$ cat src/rtl/display_pkg.sv
// Shared constants for the seven-segment display bank: digit/segment widths
// and the active-high segment patterns (bit order a(0)..g(6)).
package display_pkg;

    localparam int DIGIT_W = 4;
    localparam int SEG_W   = 7;

    typedef logic [DIGIT_W-1:0] nibble_t;
    typedef logic [SEG_W-1:0]   seg_t;

    localparam seg_t SEG_0     = 7'h3F;
    localparam seg_t SEG_1     = 7'h06;
    localparam seg_t SEG_2     = 7'h5B;
    localparam seg_t SEG_3     = 7'h4F;
    localparam seg_t SEG_4     = 7'h66;
    localparam seg_t SEG_5     = 7'h6D;
    localparam seg_t SEG_6     = 7'h7D;
    localparam seg_t SEG_7     = 7'h07;
    localparam seg_t SEG_8     = 7'h7F;
    localparam seg_t SEG_9     = 7'h6F;
    localparam seg_t SEG_A     = 7'h77;
    localparam seg_t SEG_B     = 7'h7C;
    localparam seg_t SEG_C     = 7'h39;
    localparam seg_t SEG_D     = 7'h5E;
    localparam seg_t SEG_E     = 7'h79;
    localparam seg_t SEG_F     = 7'h71;
    localparam seg_t SEG_DASH  = 7'h40;
    localparam seg_t SEG_BLANK = 7'h00;

    // Convert an active-high pattern to the board's pin polarity.
    function automatic seg_t apply_polarity(input seg_t pattern, input logic active_low);
        apply_polarity = active_low ? ~pattern : pattern;
    endfunction

endpackage

$ cat src/rtl/seg7_decode.sv
// Combinational nibble-to-segment decoder; in decimal mode values above 9
// are shown as a dash.
module seg7_decode
    import display_pkg::*;
(
    input  logic [3:0] nibble,
    input  logic       hex_mode,
    output logic [6:0] seg
);

    // Pattern lookup with decimal-mode dash override.
    always_comb begin
        seg = SEG_BLANK;
        if (!hex_mode && (nibble > 4'd9)) begin
            seg = SEG_DASH;
        end else begin
            case (nibble)
                4'h0: seg = SEG_0;
                4'h1: seg = SEG_1;
                4'h2: seg = SEG_2;
                4'h3: seg = SEG_3;
                4'h4: seg = SEG_4;
                4'h5: seg = SEG_5;
                4'h6: seg = SEG_6;
                4'h7: seg = SEG_7;
                4'h8: seg = SEG_8;
                4'h9: seg = SEG_9;
                4'hA: seg = SEG_A;
                4'hB: seg = SEG_B;
                4'hC: seg = SEG_C;
                4'hD: seg = SEG_D;
                4'hE: seg = SEG_E;
                4'hF: seg = SEG_F;
                default: seg = SEG_BLANK;
            endcase
        end
    end

endmodule

$ cat src/rtl/display7_bank.sv
// Multi-digit seven-segment controller: registered value, parallel decode,
// leading-zero blanking, blink generator with per-digit mask, registered pins.
module display7_bank
    import display_pkg::*;
#(
    parameter int NUM_DIGITS = 4,
    parameter int BLINK_DIV  = 25_000_000,
    parameter int ACTIVE_LOW = 1
) (
    input  logic                    iClk,
    input  logic                    iReset,
    input  logic                    iLoad,
    input  logic [4*NUM_DIGITS-1:0] iValue,
    input  logic                    iHexMode,
    input  logic                    iBlankLeadingZeros,
    input  logic                    iBlinkEnable,
    input  logic [NUM_DIGITS-1:0]   iBlinkMask,
    output logic [7*NUM_DIGITS-1:0] oDisplay,
    output logic                    oBlinkPhase
);

    localparam int                CNT_W     = $clog2(BLINK_DIV);
    localparam logic [CNT_W-1:0]  CNT_LAST  = CNT_W'(BLINK_DIV - 1);
    localparam logic              POL_LOW   = (ACTIVE_LOW != 0);
    localparam seg_t              BLANK_OUT = apply_polarity(SEG_BLANK, POL_LOW);

    logic [4*NUM_DIGITS-1:0] value_r;
    logic [CNT_W-1:0]        blink_cnt_r;
    logic                    phase_r;
    logic [7*NUM_DIGITS-1:0] display_r;
    logic [7*NUM_DIGITS-1:0] display_next_s;
    logic [NUM_DIGITS-1:0]   lead_zero_s;
    seg_t                    seg_raw_s [NUM_DIGITS];

    genvar g;
    generate
        for (g = 0; g < NUM_DIGITS; g++) begin : g_dec
            seg7_decode u_dec (
                .nibble   (value_r[4*g +: 4]),
                .hex_mode (iHexMode),
                .seg      (seg_raw_s[g])
            );
        end
    endgenerate

    // Value capture register.
    always_ff @(posedge iClk or posedge iReset) begin
        if (iReset) begin
            value_r <= '0;
        end else if (iLoad) begin
            value_r <= iValue;
        end else begin
            value_r <= value_r;
        end
    end

    // Blink half-period counter and phase; cleared whenever blinking is disabled.
    always_ff @(posedge iClk or posedge iReset) begin
        if (iReset) begin
            blink_cnt_r <= '0;
            phase_r     <= 1'b0;
        end else if (!iBlinkEnable) begin
            blink_cnt_r <= '0;
            phase_r     <= 1'b0;
        end else if (blink_cnt_r == CNT_LAST) begin
            blink_cnt_r <= '0;
            phase_r     <= ~phase_r;
        end else begin
            blink_cnt_r <= blink_cnt_r + 1'b1;
            phase_r     <= phase_r;
        end
    end

    // Per-digit blanking priority: blink, then leading zero, then decoded pattern.
    always_comb begin : blank_logic
        logic all_zero_v;
        all_zero_v     = 1'b1;
        lead_zero_s    = '0;
        display_next_s = '0;
        for (int k = NUM_DIGITS - 1; k >= 0; k--) begin
            all_zero_v     = all_zero_v & (value_r[4*k +: 4] == 4'd0);
            lead_zero_s[k] = iBlankLeadingZeros & all_zero_v & (k != 0);
        end
        for (int k = 0; k < NUM_DIGITS; k++) begin
            if (phase_r && iBlinkMask[k]) begin
                display_next_s[7*k +: 7] = BLANK_OUT;
            end else if (lead_zero_s[k]) begin
                display_next_s[7*k +: 7] = BLANK_OUT;
            end else begin
                display_next_s[7*k +: 7] = apply_polarity(seg_raw_s[k], POL_LOW);
            end
        end
    end

    // Registered segment outputs; blank pattern during reset.
    always_ff @(posedge iClk or posedge iReset) begin
        if (iReset) begin
            display_r <= {NUM_DIGITS{BLANK_OUT}};
        end else begin
            display_r <= display_next_s;
        end
    end

    assign oDisplay    = display_r;
    assign oBlinkPhase = phase_r;

endmodule

$ cat config.mk
export PLATFORM = sky130hd
export DESIGN_NAME = display7_bank
export DESIGN_NICKNAME = d
export VERILOG_FILES = /design/src/rtl/display_pkg.sv /design/src/rtl/seg7_decode.sv /design/src/rtl/display7_bank.sv
export SDC_FILE = /design/constraint.sdc
export NUM_CORES = 1
export LEC_CHECK = 0
export BUFFER_PORTS_ARGS = -buffer_cell sky130_fd_sc_hd__buf_2
export CAP_MARGIN = 5
export CELL_PAD_IN_SITES_DETAIL_PLACEMENT = 1
export CELL_PAD_IN_SITES_GLOBAL_PLACEMENT = 1
export CORE_UTILIZATION = 41
export CTS_BUF_LIST = sky130_fd_sc_hd__clkbuf_2
export CTS_CLUSTER_DIAMETER = 60
export DETAILED_ROUTE_END_ITERATION = 8
export GPL_TIMING_DRIVEN = 0
export PLACE_DENSITY_LB_ADDON = 0.1
export SLEW_MARGIN = 20
export SYNTH_ARGS = -nofsm -noshare
export SYNTH_HDL_FRONTEND = slang
export SYNTH_SLANG_ARGS = --single-unit
$ cat constraint.sdc
create_clock -name iClk -period 2 [get_ports iClk]
set_clock_uncertainty 0.15 [all_clocks]
set_input_delay 0.2 -clock iClk [delete_from_list [all_inputs] [get_ports iClk]]
set_output_delay 0.2 -clock iClk [all_outputs]
set_load 0.1 [all_outputs]
# [Word level (Yosys, flattened, before mapping)]
# Memory sizes are Yosys's and may differ from the RTL's.
# Cells that the tools add are included.
[totals] regBits=70 romBits=448 inputBits=26 mem_count=4
[mem_list] name="(no name shown)" words=16 word_bits=7 rd=1 rd_ports_with_merged_regs=0 write_ports=0 line="seg7_decode.sv:17" source="case (nibble)"
[mem_list] name="(no name shown)" words=16 word_bits=7 rd=1 rd_ports_with_merged_regs=0 write_ports=0 line="seg7_decode.sv:17"
[mem_list] name="(no name shown)" words=16 word_bits=7 rd=1 rd_ports_with_merged_regs=0 write_ports=0 line="seg7_decode.sv:17"
[mem_list] name="(no name shown)" words=16 word_bits=7 rd=1 rd_ports_with_merged_regs=0 write_ports=0 line="seg7_decode.sv:17"
[op_classes] add_sub_neg=1 order_cmp=4 n_eq_ne=2 mux=15 bitwise=10 reduce_logical=12
[op_table] cell="two-way mux 7 bit" count=11
[op_table] cell="two-way mux 25 bit" count=2
[op_table] cell="inverter 7 bit" count=4
[op_table] cell="adder 25 x 1 -> 25 bit (second input constant)" count=1
[op_table] cell="== test 25 bit (second input constant)" count=1
[op_table] cell="greater-than comparator 4 bit (second input constant)" count=4
[op_table] cell="zero test 4 bit" count=3
[op_table] cell="logical AND 1 bit" count=8
[op_table] cell="bitwise AND 1 bit" count=5
[op_table] cell="two-way mux 1 bit" count=2
[op_table] cell="inequality test 2 x 1 -> 1 bit (second input constant)" count=1
[op_table] cell="zero test 1 bit" count=1
[op_table] cell="inverter 1 bit" count=1

# [Depth between registers and ports, before layout]
[depth] depth_word=6 mapped_depth=7 ltp_nobuf=6

# [Modules after synthesis]
# Synthesis repeated with hierarchy kept, for this count alone.
[unflattened] hier_cells=403 hier_area_um2=4121.5
[by_module_without_submodules] mod="display7_bank" instances=1 cells_each=239 area_each_um2=2810.2
[by_module_without_submodules] mod="seg7_decode" instances=4 cells_each=41 area_each_um2=327.8

# [Worst setup path after synthesis]
# Ideal clock, no wire load.
[synth_path] path_type="register to register" startpoint="register blink_cnt_r[0]" endpoint="register blink_cnt_r[16]" setup_time_ns=0.078 arrival_time_ns=1.843 t_required_ns=1.772 path_slack_ns=-0.071 path_stages_with_launch=7 path_buffers=1 path_cell_list="dfrtp_1 > ha_1 > nand2_1 > or4_1 > buf_2 > or3_1 > a21oi_1"
[synth_via] elab_chain_cells=3 elab_cells_between_ends=4 classes_between="add/sub (1); eq/ne (1); mux (2)"
[synth_lines] element="start: declaration" line="display7_bank.sv:28" source="logic [CNT_W-1:0] blink_cnt_r;"
[synth_lines] element="start signal: assignment" line="display7_bank.sv:69" source="blink_cnt_r <= blink_cnt_r + 1'b1;"
[synth_lines] element="adder 25 x 1 -> 25 bit / == test 25 bit (equally long branches)" line="display7_bank.sv:69, display7_bank.sv:65"
[synth_lines] element="two-way mux 25 bit (*)" line="display7_bank.sv:65" source="end else if (blink_cnt_r == CNT_LAST) begin"
[synth_lines] element="two-way mux 25 bit (*)" line="display7_bank.sv:62" source="end else if (!iBlinkEnable) begin"
# Every way passes the cells marked *; elsewhere a longest branch is shown, timed or not.
# A chain may end at the register's enable or synchronous reset.

# [Final worst setup path]
[layout_path] startpoint="register blink_cnt_r[4]" endpoint="register blink_cnt_r[16]"
# The elaborated chain is that of the path after synthesis.

==> impl_results.md <==
* Final Routed Wirelength at 11,600 µm
* Residual DRC at 2
* Commonest cells after routing, fill and taps aside: buf_2, nand2_1, dfrtp_1
* Clock root cell: clkbuf_2
* EDFF count, synth at 0
* Worst setup margin at -0.150 ns
* Full die area at 9570 µm²
* Chip height at 97.8 µm
* Fin area at between 5000 and 6000 µm²
* Htree depth at 3
* Hold EP: value_r[0]
* WHS Path Cells at 3
* Nets@finish at ~560
* P per Cell Area at 764 nW/µm²
* Flop pwr share at 43.5%
* Max cap viols at 0
* Core Rows at 34
* Final GP Congestion at between 0.8 and 0.9
* Fmax at 0.465 GHz
* Initial Util at 42.7%
* RR Endpoint: blink_cnt_r[16]
* Async S/R FF share, synth at 100%
* Wirelength per Cell at ~19 µm
* Required time of the critical path at 2.28 ns
* PortBufs at 53
* CP Launch Type: flop
* CP Capture Type: flop
* Layout fillers at 1,005
* Minimum clock period at 2.15 ns
* FF-to-FF path depth at 6
* Top FF cell, synth: dfrtp_1
* Clock Power Share at 16.9%
* Gr usage total at 23.1%
* Peak VDD IR at around 0.45 mV
* Diodes inserted at 0
* Failing checks: design-rule violations, negative setup slack
* Post-Syn Area at 3760 µm²
* Slew Viols, Final at 0
* Post-DP Area at 4240 µm²
* Multi-input gate area at a little over 2000 µm²
* Worst Tran Pin Value at about 0.75 ns
* Period utilisation layout at 108%
* Worst path arrival time at 2.43 ns
* Register area share after synthesis at 47.5%
* Library cells used by synthesis at 48
* DRT antenna net count at 0
* Mapped Nets at 435
* Endpoints failing setup at 24
* RSZ-0062 raised after global routing: true
* Vias in the first global route at 3,542
* Status: finished, violations left
* First-pass GRT wire length at about 18,000 µm
* Num Clock Sinks at 70
* Reg2reg setup slack at -0.15 ns
* Die X at 97.8 µm
* Worst Path Class, Setup: flop to flop
* Total number of vias at 3,470
* Core box area at 8810 µm²
* Worst r2r src: blink_cnt_r[4]
* Worst slew margin at 49.7%
* Final Hold Viols at 0
* Clock buffer depth at 2
* Combinational Power Share at 39.6%
* Clock latency on the worst-skew pair at ~0.5 ns
* I/O pins at 55
* Commonest non-fill, non-tap cell in the layout: buf_2
* Initial antenna violation count at 0
* Syn Area/Cell at 9.80 µm²
* Via density at 5.63
* Initial DRC count at 87
* Psw at 1790 µW
* CTS tree: built
* Yosys Warn Count at 0
* Placed Cells at 547
* Worst Hold Class: input port to flop
* Worst-path clk slew at 0.23 ns
* Crit path max fanout at 5
* DR pass1 iterations at 6
* Non-Filler Instances at 616
* Cells after synthesis at 384
* Total CTS buffers at 9
* Lkg Pwr at roughly 0.0022 µW
* Power Internal at 2120 µW
* Switch share at ~46%
* Layout Utilization at 58.0%
* Gr ovfl total at 0
* Register Area at 1800 µm²
* Layout cells sized above 1 at 37.2%
* Largest net degree at the start of global routing at 30
* Final HPWL DP at 6810 µm
* Min-delay src: iLoad
* Synthesis-stage register bit count at 70
* P&R area growth vs syn at 35.7%
==> per-layer routing <==
| metal | up-vias | wire (µm) | track usage [%] |
|---|---|---|---|
| met2 | 62 | 6100 | 39.8 |
| met4 | 0 | 239 | 8.86 |
| met5 | - | 0 | 0 |
| li1 | 1627 | - | - |
| met3 | 22 | 283 | 3.01 |
| met1 | 1759 | 4970 | 29.8 |
==> cells by family after synthesis <==
family	synth area share, %
flops	47.5
simple gates	19.3
fa+ha+maj	8.31
mux	2.06
compound gates	16.4
xor+xnor	2.33
buf+inv	4.12
==> critical path: stages (launching register included) <==
cell	delay [ns]
dfrtp_2	0.44
nand4_4	0.11
buf_6	0.14
or4_4	0.58
buf_6	0.16
or3_4	0.36
a21oi_2	0.12
==> power groups by stage <==
stage	Sequential, µW	Clock (µW)	Combinational [µW]
floorplan	2540	0	358
global placement	1710	0	1400
detailed placement	1720	0	1430
CTS	1700	656	1490
global route	1720	729	1630
finish	1700	660	1540
==> registers in the layout, summed over array words and instances, names as in the netlist <==
name,cells
value_r,16
oBlinkPhase,1
oDisplay,28
blink_cnt_r,25
==> how the worst max path moves through the flow <==
stage	depth (start not counted)	endpoint	start	slack, ns
6_report	6	blink_cnt_r[16]	blink_cnt_r[4]	-0.15
3_5_place_dp	7	oDisplay[11]	value_r[13]	-0.38
5_1_grt	5	blink_cnt_r[23]	blink_cnt_r[1]	-0.19
3_3_place_gp	7	oDisplay[11]	value_r[13]	-0.32
2_1_floorplan	6	blink_cnt_r[16]	blink_cnt_r[0]	-0.02
4_1_cts	5	blink_cnt_r[23]	blink_cnt_r[2]	-0.14
==> final cells by class <==
type                            instances  area share (%)
Timing Repair Buffer                  111            17.1
Inverter                               19            1.47
Tap cell                              108            2.65
Multi-Input combinational cell        275            40.1
Clock buffer                           10           0.980
Buffer                                 19            2.16
Clock inverter                          4           0.343
Sequential cell                        70            35.2
==> stage by stage <==
| step | total power [µW] | hold WS, ns | setup WS [ns] | TNS [ns] |
|---|---|---|---|---|
| floorplan | 2890 | 0.167 | -0.0195 | -0.0509 |
| finish | 3900 | 0.0501 | -0.150 | -2.26 |
| CTS | 3840 | 0.0487 | -0.138 | -1.17 |
| global route | 4080 | 0.0713 | -0.192 | -3.74 |
| global placement | 3110 | 0.258 | -0.323 | -6.68 |
| detailed placement | 3140 | 0.211 | -0.376 | -8.07 |
==> repair_timing <==
item | CTS | global route
buffers inserted | 11 | 18
hold buffers | 24 | 0
pin swaps | 18 | 19
endpoints found under the hold margin | 55 | 0
gates resized for setup | 26 | 53
endpoints found under the setup margin | 41 | 39
gates cloned | 1 | 2
==> synth_stat cells, types with 7 or more instances <==
cell type   n  area [µm²]
o311ai_0   10        87.6
or3_1       7        43.8
clkbuf_1   18        67.6
dfstp_2    28         736
inv_1      19        71.3
nand2_1    37         139
or4_1       7        52.6
xnor2_1     8        70.1
dfrtp_1    42        1050
a21oi_1    19        95.1
nor2_1     27         101
nand3_1    15        75.1
nand2b_1    8        50.1
ha_1       25         313
o211ai_1   15         113
o21ai_0    30         150
No activity file was read; power rests on OpenSTA's default activity.
